===== src/rtl/bft_leaf_endpoint.sv =====
// BFT-side endpoint for one leaf slot: buffers leaf packets toward the switch,
// requests retransmission on overflow, forwards switch packets and ap_start to the leaf.
module bft_leaf_endpoint #(
  parameter int PKT_W = 49,
  parameter int DEPTH = 16,
  parameter int CNT_W = 16
) (
  input  logic             clk_400,
  input  logic             reset_400,
  input  logic [PKT_W-1:0] dout_leaf_interface2bft,
  output logic             resend,
  output logic [PKT_W-1:0] din_leaf_bft2interface,
  output logic             ap_start,
  input  logic             start_set,
  input  logic             start_clr,
  input  logic [PKT_W-1:0] s_data,
  input  logic             s_valid,
  output logic [PKT_W-1:0] m_data,
  output logic             m_valid,
  input  logic             m_ready,
  output logic [CNT_W-1:0] rx_cnt,
  output logic [CNT_W-1:0] drop_cnt,
  output logic [CNT_W-1:0] tx_cnt
);

  localparam int AW = $clog2(DEPTH);
  localparam logic [AW:0] FULL_CNT = (AW+1)'(DEPTH);

  logic [PKT_W-1:0] mem_q [DEPTH];
  logic [AW-1:0]    wr_ptr_q, wr_ptr_d, rd_ptr_q, rd_ptr_d;
  logic [AW:0]      count_q, count_d;
  logic             m_valid_q, m_valid_d;
  logic             resend_q, resend_d;
  logic             ap_start_q, ap_start_d;
  logic [PKT_W-1:0] tx_data_q, tx_data_d;
  logic [CNT_W-1:0] rx_cnt_q, rx_cnt_d, drop_cnt_q, drop_cnt_d, tx_cnt_q, tx_cnt_d;

  logic leaf_vld, pop, accept, reject;

  // A full FIFO still accepts when the head is popped on the same edge.
  assign leaf_vld = dout_leaf_interface2bft[PKT_W-1];
  assign pop      = m_valid_q & m_ready;
  assign accept   = leaf_vld & ((count_q != FULL_CNT) | pop);
  assign reject   = leaf_vld & ~accept;

  always_comb begin
    wr_ptr_d   = accept ? wr_ptr_q + AW'(1) : wr_ptr_q;
    rd_ptr_d   = pop    ? rd_ptr_q + AW'(1) : rd_ptr_q;
    count_d    = count_q;
    case ({accept, pop})
      2'b10:   count_d = count_q + (AW+1)'(1);
      2'b01:   count_d = count_q - (AW+1)'(1);
      default: count_d = count_q;
    endcase
    m_valid_d  = (count_d != '0);
    resend_d   = reject;
    tx_data_d  = s_valid ? s_data : '0;
    ap_start_d = start_clr ? 1'b0 : (start_set ? 1'b1 : ap_start_q);
    rx_cnt_d   = (accept  && rx_cnt_q   != '1) ? rx_cnt_q   + CNT_W'(1) : rx_cnt_q;
    drop_cnt_d = (reject  && drop_cnt_q != '1) ? drop_cnt_q + CNT_W'(1) : drop_cnt_q;
    tx_cnt_d   = (s_valid && tx_cnt_q   != '1) ? tx_cnt_q   + CNT_W'(1) : tx_cnt_q;
  end

  always_ff @(posedge clk_400) begin
    if (!reset_400) begin
      wr_ptr_q   <= '0;
      rd_ptr_q   <= '0;
      count_q    <= '0;
      m_valid_q  <= 1'b0;
      resend_q   <= 1'b0;
      ap_start_q <= 1'b0;
      tx_data_q  <= '0;
      rx_cnt_q   <= '0;
      drop_cnt_q <= '0;
      tx_cnt_q   <= '0;
    end else begin
      wr_ptr_q   <= wr_ptr_d;
      rd_ptr_q   <= rd_ptr_d;
      count_q    <= count_d;
      m_valid_q  <= m_valid_d;
      resend_q   <= resend_d;
      ap_start_q <= ap_start_d;
      tx_data_q  <= tx_data_d;
      rx_cnt_q   <= rx_cnt_d;
      drop_cnt_q <= drop_cnt_d;
      tx_cnt_q   <= tx_cnt_d;
    end
  end

  // Storage is not reset; pointers alone define what is valid.
  always_ff @(posedge clk_400) begin
    if (reset_400 && accept) mem_q[wr_ptr_q] <= dout_leaf_interface2bft;
  end

  assign m_data                 = mem_q[rd_ptr_q];
  assign m_valid                = m_valid_q;
  assign resend                 = resend_q;
  assign ap_start               = ap_start_q;
  assign din_leaf_bft2interface = tx_data_q;
  assign rx_cnt                 = rx_cnt_q;
  assign drop_cnt               = drop_cnt_q;
  assign tx_cnt                 = tx_cnt_q;

endmodule


===== config.mk =====
export PLATFORM = sky130hd
export DESIGN_NAME = bft_leaf_endpoint
export DESIGN_NICKNAME = d
export VERILOG_FILES = /design/src/rtl/bft_leaf_endpoint.sv
export SDC_FILE = /design/constraint.sdc
export NUM_CORES = 1
export LEC_CHECK = 0
export BUFFER_PORTS_ARGS = -buffer_cell sky130_fd_sc_hd__buf_2
export CAP_MARGIN = 20
export CORE_MARGIN = 3
export CORE_UTILIZATION = 40
export DETAILED_ROUTE_END_ITERATION = 7
export PLACE_DENSITY = 0.54
export SLEW_MARGIN = 10
export SYNTH_ARGS = -nofsm -noshare
export SYNTH_HDL_FRONTEND = slang
export SYNTH_SLANG_ARGS = --single-unit

===== constraint.sdc =====
create_clock -name clk_400 -period 4.52 [get_ports clk_400]
set_clock_uncertainty 0.15 [all_clocks]
set_input_delay 0.226 -clock clk_400 [delete_from_list [all_inputs] [get_ports clk_400]]
set_output_delay 0.226 -clock clk_400 [all_outputs]
set_load 0.05 [all_outputs]

==> impl_metrics.yaml <==
floorplan:
  die_y_um: 298
  die_width_um: 298
  fp.coreArea_um2: 84100
  ioPinCount: 253
  die_area_um2: 88800
  initial_utilization_pct: 40.5
  fp-row-count: 106
drt:
  drc_errors: 0
  first_pass_iters: 5
  vias_per_cell: 5.28
  postRouteAntennaNets: 0
  drt-total-wl_mm: 76.5
  drtIter0Drc: 1260
  wl_per_cell_um: 23.8
  routed-via-count: 17008
cts:
  cts_tree: "yes"
  postCtsHoldBufs: 101
  post_cts_resized: 0
  clock_path_buffers: 3
  cts.sink_count: 901
  clk_pin_slew_worst_paths_ns: 0.06
  cts_buffers: 97
  clk_latency_ns: 0.63
  cts_root_buf: "clkbuf_16"
  cts_max_level: 3
  post_cts_buffers: 0
logic_synthesis:
  syn_inst: 1586
  syn_area_um2: 34100
  ys_seq_area_share_pct: 75.9
  syn_avg_cell_area_um2: 21.5
  async_reset_ff_share_pct: 0
  synth_edf_count: 784
  yosys_warnings: 0
  synth.distinct_cells: 59
  dominantRegCellSynth: "edfxtp_1"
  ys_seq_elements: 901
  syn-num-nets: 1702
worst_setup_path:
  end_kind: "output port"
  crit_path_max_fanout: 26
  start_kind: "register"
  arrival_ns: 3.23
  required_ns: 4.14
  path_class: "register to output port"
placement:
  gp_congestion: 0.782
  io_buffers: 252
  place_ws_ns: 1.31
  dpl.hpwl_mm: 45.5
power:
  powerDensity_nw_per_um2: 467
  clkPwrFrac_pct: 40.7
  seq_power_share_pct: 48.1
  peakVddDrop_mv: 0.290
  swShare_pct: 23.5
  p_switching_w: 0.00452
  internal_power_w: 0.0147
  p_leak_nw: 13.6
  comb_power_share_pct: 11.2
grt:
  grt_pass1_wl_mm: 117
  grt_pass1_vias: 18086
  overflow: 0
  antenna_found_initial: 3
  grt.total_usage_pct: 17.4
  grt_max_degree: 75
timing:
  tns_ns: 0
  layout_worst_path_cycle_share_pct: 79.9
  finalWorstSetupSlack_ns: 0.910
  fin_hold_ws_ns: 0.0950
  max_freq_mhz: 277
  finalHoldViolations: 0
  rsz0062_at_grt: "false"
  worst_pin_slew_ns: 0.986
  slew_viol_final: 0
  slew_headroom_pct: 34.3
  finalSetupViolCount: 0
  period_minus_slack_ns: 3.61
final_layout:
  syn2layout_area_growth_pct: 21.0
  nNetsFinal: 2118
  final_common_cell: "edfxtp_1"
  multi_input_area_um2: 7880
  final_cell_mix: "edfxtp_1, buf_2, mux4_2"
  layout-drive-gt1-share_pct: 34.3
  num-fill-cells: 6906
  regArea_um2: 25900
worst_hold_path:
  hold_path.class: "primary input to register"
run_status:
  outcome: "completed"
flow_run:
  maxCapViolCount: 0
## state kept, by name, indices dropped and copies added (netlist names), named ones only
register and count:
din_leaf_bft2interface 49, resend 1, rx_cnt 16, tx_cnt 16, m_valid 1, drop_cnt 16, wr_ptr_q 4, ap_start 1
rd_ptr_q 4, mem_q 784, count_q 5
## cells by family (layout without fill, tap and decap cells)
family	Yosys count	count (layout)	synth area share, %
DFF	901	901	75.9
buffers and inverters	90	588	1.30
xor gates and xnor gates	33	33	0.848
other	0	4	0
AOI/OAI and AO/OA	57	57	1.31
muxes	249	249	16.3
adders and majority gates	12	12	0.462
and+or+nand+nor	244	244	3.85
## synthesized netlist by cell type (3+ instances only)
| cell | instances | share of area, % |
|---|---|---|
| edfxtp_1 | 784 | 69 |
| mux4_2 | 245 | 16 |
| dfxtp_1 | 117 | 6.9 |
| nor2_1 | 61 | 0.67 |
| and3_1 | 56 | 1.0 |
| clkbuf_1 | 46 | 0.51 |
| nand2_1 | 33 | 0.36 |
| nand3_1 | 24 | 0.35 |
| xnor2_1 | 23 | 0.59 |
| nor3_1 | 14 | 0.21 |
| a21oi_1 | 12 | 0.18 |
| buf_2 | 11 | 0.16 |
| ha_1 | 11 | 0.40 |
| inv_1 | 11 | 0.12 |
| nand4_1 | 11 | 0.20 |
| buf_4 | 10 | 0.22 |
| nor4_1 | 10 | 0.18 |
| xor2_1 | 10 | 0.26 |
| o21ai_0 | 9 | 0.13 |
| and4_1 | 7 | 0.18 |
| buf_6 | 7 | 0.23 |
| nand2b_1 | 6 | 0.11 |
| o31ai_1 | 6 | 0.13 |
| or3_1 | 5 | 0.092 |
| a31oi_1 | 4 | 0.073 |
| buf_1 | 4 | 0.044 |
| mux2i_1 | 4 | 0.12 |
| o211ai_1 | 4 | 0.088 |
| a211oi_1 | 3 | 0.066 |
| and2_1 | 3 | 0.055 |
## metrics by stage
| stage | total power (W) | cells | utilization [%] | area, um^2 |
|---|---|---|---|---|
| 2_1_floorplan | 0.0109 | 1586 | - | 34100 |
| 3_3_place_gp | 0.0116 | 2936 | 44.0 | 37000 |
| 3_5_place_dp | 0.0116 | 2936 | 44.0 | 37000 |
| 4_1_cts | 0.0195 | 3218 | 49.0 | 41200 |
| 5_1_grt | 0.0200 | 3219 | 49.1 | 41200 |
| 6_report | 0.0193 | 3222 | 49.1 | 41300 |
## per-layer routing
layer	vias to the layer above	GRT usage, %	wire [um]
met5	-	0	0
met4	0	4.18	1560
met3	106	3.76	4470
met2	533	28.0	37000
met1	8914	24.3	33500
li1	7455	-	-
## power by group through the flow
| stage | Clock (W) | Sequential [W] | Combinational (W) |
|---|---|---|---|
| global placement | 0 | 0.00943 | 0.00212 |
| CTS | 0.00807 | 0.00926 | 0.00221 |
| global route | 0.00842 | 0.00927 | 0.00231 |
| finish | 0.00785 | 0.00925 | 0.00216 |
| floorplan | 0 | 0.00946 | 0.00148 |
| detailed placement | 0 | 0.00943 | 0.00214 |
## worst paths after layout
check	from	endpoint	slack, ns	cells past startpoint
setup / recovery	register	m_data[16]	0.91	4
hold / removal	s_valid	tx_cnt[1]$_SDFFE_PN0P_	0.1	3
setup reg to reg	m_valid$_SDFF_PN0_	mem_q[12][11]$_DFFE_PP_	1.39	5
hold reg to reg	rd_ptr_q[3]$_SDFFE_PN0N_	register	0.34	2
## layout make-up
type | count | area share [%]
multi-input cells | 595 | 19.1
flip-flops and latches | 901 | 62.8
well taps | 1134 | 3.44
clock buffers | 131 | 6.47
inverters | 12 | 0.109
clock inverters | 50 | 1.28
diodes | 4 | 0.0243
repair buffers | 395 | 6.79
## worst max-delay path, stage by stage (launching register included)
cell and delay, ns:
dfxtp_4 0.76, buf_4 0.46, mux4_2 0.56, mux4_2 0.55
buf_2 0.25
(Power assumes the default switching activity.)
